--- config.mk ---
export PLATFORM = sky130hd
export DESIGN_NAME = swap_sched
export DESIGN_NICKNAME = d
export VERILOG_FILES = /design/src/rtl/swap_sched.sv
export SDC_FILE = /design/constraint.sdc
export NUM_CORES = 1
export LEC_CHECK = 0
export ABC_CLOCK_PERIOD_IN_PS = 4500
export BUFFER_PORTS_ARGS = -buffer_cell sky130_fd_sc_hd__buf_2
export CORE_MARGIN = 2
export CORE_UTILIZATION = 46
export CTS_CLUSTER_DIAMETER = 50
export DETAILED_ROUTE_END_ITERATION = 16
export PLACE_DENSITY = 0.89
export SYNTH_ARGS = -nofsm -noshare
export SYNTH_HDL_FRONTEND = slang
export SYNTH_SLANG_ARGS = --single-unit
--- constraint.sdc ---
create_clock -name clk -period 4.5 [get_ports clk]
set_clock_uncertainty 0.15 [all_clocks]
set_input_delay 0.675 -clock clk [delete_from_list [all_inputs] [get_ports clk]]
set_output_delay 0.675 -clock clk [all_outputs]
set_load 0.02 [all_outputs]
--- src/rtl/swap_sched.sv ---
// Round-robin scheduler for a shared three-step register-file swap datapath (T<-a, a<-b, b<-T).
// Optional macro SWAP_SCHED_B2B_EN: S3 also arbitrates so back-to-back swaps run every 3 cycles.
module swap_sched #(
    parameter int N_REQ  = 4,
    parameter int ADDR_W = 3
) (
    input  logic                      clk,
    input  logic                      reset,
    input  logic [N_REQ-1:0]          req,
    input  logic [N_REQ*ADDR_W-1:0]   req_addr_a,
    input  logic [N_REQ*ADDR_W-1:0]   req_addr_b,
    output logic [N_REQ-1:0]          gnt,
    output logic [N_REQ-1:0]          done,
    output logic                      busy,
    output logic [1:0]                sel,
    output logic                      t_we,
    output logic                      rf_we,
    output logic [ADDR_W-1:0]         rf_raddr,
    output logic [ADDR_W-1:0]         rf_waddr
);
    localparam int IW = $clog2(N_REQ);

    typedef enum logic [1:0] {
        IDLE = 2'd0,
        S1   = 2'd1,
        S2   = 2'd2,
        S3   = 2'd3
    } state_t;

    state_t            state_q, state_d;
    logic [IW-1:0]     last_q, last_d;
    logic [IW-1:0]     own_q, own_d;
    logic [ADDR_W-1:0] a_q, a_d;
    logic [ADDR_W-1:0] b_q, b_d;

    logic              arb_en;
    logic              hit;
    logic [IW-1:0]     pick;
    logic              null_swap;

    // First requester at or after last+1, wrapping modulo N_REQ.
    always_comb begin
        int idx;
        logic [IW-1:0] cand;
        hit  = 1'b0;
        pick = '0;
        idx  = 0;
        cand = '0;
        for (int i = 1; i <= N_REQ; i++) begin
            idx  = (int'(last_q) + i) % N_REQ;
            cand = IW'(idx);
            if (!hit && req[cand]) begin
                hit  = 1'b1;
                pick = cand;
            end
        end
    end

    always_comb begin
`ifdef SWAP_SCHED_B2B_EN
        arb_en = !reset && (state_q == IDLE || state_q == S3);
`else
        arb_en = !reset && (state_q == IDLE);
`endif
    end

    assign null_swap = (a_q == b_q);

    always_comb begin
        state_d  = state_q;
        last_d   = last_q;
        own_d    = own_q;
        a_d      = a_q;
        b_d      = b_q;
        gnt      = '0;
        done     = '0;
        busy     = (state_q != IDLE);
        sel      = state_q;
        t_we     = 1'b0;
        rf_we    = 1'b0;
        rf_raddr = '0;
        rf_waddr = '0;

        case (state_q)
            IDLE: state_d = IDLE;
            S1: begin
                rf_raddr = a_q;
                t_we     = !null_swap;
                state_d  = S2;
            end
            S2: begin
                rf_raddr = b_q;
                rf_waddr = a_q;
                rf_we    = !null_swap;
                state_d  = S3;
            end
            S3: begin
                rf_waddr    = b_q;
                rf_we       = !null_swap;
                done[own_q] = 1'b1;
                state_d     = IDLE;
            end
            default: state_d = IDLE;
        endcase

        // A grant overrides the return to IDLE (only reachable from S3 with B2B).
        if (arb_en && hit) begin
            gnt[pick] = 1'b1;
            last_d    = pick;
            own_d     = pick;
            a_d       = req_addr_a[int'(pick)*ADDR_W +: ADDR_W];
            b_d       = req_addr_b[int'(pick)*ADDR_W +: ADDR_W];
            state_d   = S1;
        end
    end

    always_ff @(posedge clk) begin
        if (reset) begin
            state_q <= IDLE;
            last_q  <= IW'(N_REQ - 1);
            own_q   <= '0;
            a_q     <= '0;
            b_q     <= '0;
        end else begin
            state_q <= state_d;
            last_q  <= last_d;
            own_q   <= own_d;
            a_q     <= a_d;
            b_q     <= b_d;
        end
    end
endmodule

After elaboration in Yosys (flattened, before gate mapping)
Cells that the tools add are included.
{ "totals": {"input_bits": 30, "elab_cells": 70, "output_inout_bits": 19, "reg_bits": 12} }
{ "classes": {"shifts": 2, "n_mux": 28, "eq_ne": 4, "n_reduce_logical": 17, "addsub": 4, "multipliers": 1, "n_lt_le_gt_ge": 8} }
{ "op_table": {"columns": ["operator", "count"], "rows": [
  ["variable part select 12 x 32 -> 3 bit", 1],
  ["less-than comparator 2 x 3 -> 1 bit, second input constant", 6],
  ["2-to-1 mux 1 bit", 13],
  ["one-hot mux 3 bit (2 select lines)", 2],
  ["variable part select 12 x 5 -> 3 bit", 1],
  ["binary-select mux 1 bit (select 2 bit)", 4],
  ["2-to-1 mux 2 bit", 4],
  ["2-to-1 mux 4 bit", 2],
  ["logical AND 1 bit", 7],
  ["one-hot mux 2 bit (3 select lines)", 1],
  ["OR reduction 2 bit", 3],
  ["zero test 1 bit", 5],
  ["adder 2 x 1 -> 2 bit, second input constant", 2],
  ["adder 2 bit, second input constant", 2],
  ["demux 1 bit (select 2 bit)", 2],
  ["== test 2 bit, second input constant", 2],
  [">= comparator 2 x 1 -> 1 bit, second input constant", 2],
  ["multiplier 2 x 2 -> 4 bit, second input constant", 1],
  ["== test 3 bit", 1],
  ["== test 2 x 1 -> 1 bit, second input constant", 1],
  ["zero test 2 bit", 1],
  ["nonzero test 2 bit", 1]
]} }

Longest topological paths before layout
{ "depth": {"depth_word": 18, "depth_mapped": 8, "mapped_depth_nobuf": 7} }

Worst setup path after synthesis
OpenSTA, ideal clock, no wires.
{ "synth_path": {"path_kind": "input to output", "start": "in req[3]", "end": "out gnt[0]", "required_time_ps": 3675, "slack_ps": 1756, "cell_stages": 5, "path_buffers": 1, "t_arrival_ps": 1919, "cell_sequence": "a22o_1 a211oi_4 buf_8 inv_1 nor2_1"} }
{ "synth_between": {"elab_chain_cells": 17, "word_cells_on_any_way": 29, "classes_between": "2 x order compare; 19 x mux; 8 x reduce/logical"} }
{ "synth_lines": {"columns": ["element", "line_no", "source"], "rows": [
  ["from (decl)", "9", "input logic [N_REQ-1:0] req,"],
  ["binary-select mux 1 bit (select 2 bit)", "52", "if (!hit && req[cand]) begin"],
  ["2-to-1 mux 1 bit (not written as such)", "52", null],
  ["2-to-1 mux 1 bit", "52", null],
  ["zero test 1 bit", "52", null],
  ["logical AND 1 bit", "52", null],
  ["2-to-1 mux 1 bit", "52", null],
  ["zero test 1 bit", "52", null],
  ["logical AND 1 bit", "52", null],
  ["2-to-1 mux 1 bit", "52", null],
  ["zero test 1 bit", "52", null],
  ["logical AND 1 bit", "52", null],
  ["2-to-1 mux 2 bit", "52", null],
  ["less-than comparator 2 x 3 -> 1 bit (not written as such) or >= comparator 2 x 1 -> 1 bit (tied branches)", "108", "gnt[pick] = 1'b1;"],
  ["logical AND 1 bit (not written as such)", "108", null],
  ["2-to-1 mux 1 bit (not written as such)", "108", null],
  ["demux 1 bit (select 2 bit)", "108", null],
  ["2-to-1 mux 4 bit *", "107", "if (arb_en && hit) begin"],
  ["to (decl)", "12", "output logic [N_REQ-1:0] gnt,"]
]} }
Every way passes the cells marked *; elsewhere a longest branch is shown, timed or not. The select of a mux whose other input is x is not followed.

Worst setup path in the final report
{ "layout_path": {"start": "reg state_q[0] (netlist: sel[0])", "end": "out gnt[1]"} }
{ "layout_between": {"elab_chain_cells": 4} }
{ "layout_lines": {"columns": ["element", "line_no", "source"], "rows": [
  ["from (decl)", "30", "state_t state_q, state_d;"],
  ["from (signal assigned)", "125", "state_q <= state_d;"],
  ["zero test 2 bit", "63", "arb_en = !reset && (state_q == IDLE);"],
  ["logical AND 1 bit", "63", null],
  ["logical AND 1 bit", "107", null],
  ["2-to-1 mux 4 bit", "107", null]
]} }
No other way between the ends.

==> reports/qor.yml <==
status: "finished clean"
synth_top_area_share: 0.280
finalSetupTns_ns: 0
yosysWarnings: 0
antenna_left: 0
syn-num-nets: 137
netlist_top_cells_count: "nor2_1 (14), dfxtp_1 (12), mux2i_1 (12), nand2_1 (10), inv_1 (7)"
syn_area_um2: 858
ys_seq_area_frac: 0.280
start_kind: "register"
finalMaxSlewViolations: 0
cp-end-kind: "primary output"
ir_drop_mv: 0.189
die-height_um: 47.2
synth-simple-area-share: 0.208
avgSynthCellArea_um2: 8.41
grt_pass1_wl_um: 3450
fp.coreArea_mm2: 0.00175
grtUsageTotal: 0.218
ys_ff_latch: 12
drt_iter0_drc: 12
final_area_mm2: 0.00114
dieWidth_um: 47.2
clock_path_buffers: 2
grt_pass1_vias: 855
place.gp.congestion: 0.822
total_power_uw: 357
synth-xor-area-share: 0.0306
cts_tree: "yes"
gr-total-overflow: 0
grt_max_degree: 17
path_clk_slew_ns: 0.07
numPortBuffers: 48
min_period_over_period: 0.634
synth.most_common_cell: "nor2_1"
num_rows: 15
nets: 189
drc_errors: 0
place_area_mm2: 0.00112
antenna_found_initial: 0
drv_cap: 0
p_leak_nw: 0.614
setup_viol: 0
post_cts_buffers: 0
drive_above_1_share: 0.349
worstMarginPinSlew_ns: 0.500
routed_wl_um: 2080
drt_pass1_iterations: 4
synth_compound_area_frac: 0.216
hold_viol_final: 0
diodes: 0
cts_num_sinks: 12
synth-main-ff-cell: "dfxtp_1"
wire_per_inst_um: 11.8
synthDistinctLibCells: 25
dieArea_mm2: 0.00223
syn2layout_area_growth_pct: 32.9
synth_top_area_cell: "dfxtp_1"
synth_top_family_by_area: "compound AO/OA/AOI/OAI gates"
worst-path-max-fanout: 9
dp_hpwl_um: 1690
min_path_type: "register to register"
slew_headroom: 0.665
hold_ws_ns: 0.347
vias: 927
cp.required_ns: 3.67
clock_tree.root_cell: "clkbuf_4"
synth.mux.area_fraction: 0.140
cts.htree.levels: 1
io_pins: 49
initial_utilization: 0.492
via_per_inst: 5.24
fmax_mhz: 350
crit_arrival_ns: 2.03
post-route-min-period_ns: 2.85
cts_resized: 0
synth-edff-count: 0
setup.worst_path.class: "register to primary output"
rsz0062_at_grt: "false"
holdBufCountCts: 0
syn_inst: 102
async_flop_share: 0
clk_latency_ns: 0.27
cellPowerDensity_mw_per_mm2: 312
synthAdderAreaFrac: 0.0729
cts_buffers: 3
synthTopCellsByArea: "dfxtp_1 (28%), mux2i_1 (14%), ha_1 (7.3%)"
==> metal layers <==
metal,track usage,share of wire,up-vias
li1,-,-,464
met1,0.244,0.40,412
met2,0.408,0.51,46
met3,0.0346,0.068,5
met4,0.0833,0.013,0
met5,0,0,-
==> worst max-delay path: stages (launching register included) <==
cell and delay, ns:
dfxtp_1 0.34, inv_1 0.11, ha_1 0.16, inv_1 0.05, a21oi_1 0.34, nor2b_1 0.22, nand2b_1 0.21, nor2_1 0.15
buf_2 0.18
==> layout by cell type, fill, tap and decap left out, types with 4 or more instances in the layout <==
| cell | count |
|---|---|
| a21oi_1 | 4 |
| a22o_1 | 4 |
| buf_2 | 48 |
| dfxtp_1 | 12 |
| ha_1 | 5 |
| inv_1 | 7 |
| mux2i_1 | 12 |
| nand2_1 | 10 |
| nor2_1 | 14 |
| nor2b_1 | 4 |
| o221ai_1 | 6 |
==> worst paths after layout <==
check | endpoint | slack [ns] | from | depth (start not counted)
hold / removal | own_q[1]$_SDFFE_PP0P_ | 0.35 | own_q[1]$_SDFFE_PP0P_ | 2
setup reg to reg | b_q[2]$_SDFFE_PP0P_ | 2.59 | sel[0]$_SDFF_PP0_ | 7
setup / recovery | gnt[1] | 1.65 | sel[0]$_SDFF_PP0_ | 8
hold reg to reg | own_q[1]$_SDFFE_PP0P_ | 0.35 | own_q[1]$_SDFFE_PP0P_ | 2
==> metrics by stage <==
stage	instances	setup slack, ns	utilization
after global placement	174	1.75	0.641
after floorplan	102	1.76	-
final	177	1.65	0.654
after global routing	177	1.39	0.654
after CTS	177	1.63	0.654
after detailed placement	174	1.69	0.641
==> flip-flops by register name, summed over array words and instances (netlist names) <==
register,cells
a_q,3
b_q,3
last_q,2
own_q,2
sel,2
==> kinds of logic after synthesis <==
kind of cell / after synthesis
mux: 12
fa+ha+maj: 5
compound gates: 23
flops: 12
buf+inv: 9
xor+xnor: 3
simple gates: 38
==> cell type report <==
cell class | instances | area (µm²)
fillers | 154 | 604
multi-input cells | 81 | 573
inverters | 7 | 26.3
flip-flops and latches | 12 | 240
well taps | 25 | 31.3
repair buffers | 49 | 248
clock buffers | 3 | 22.5
==> report_power, final <==
part           switching [mW]  leakage, nW  total, mW  internal, mW
Sequential             0.0213       0.0993      0.146         0.125
Clock                  0.0348       0.0138     0.0658        0.0310
Combinational          0.0786        0.501      0.145        0.0663
Note: power is estimated with default switching activity, not from simulation.
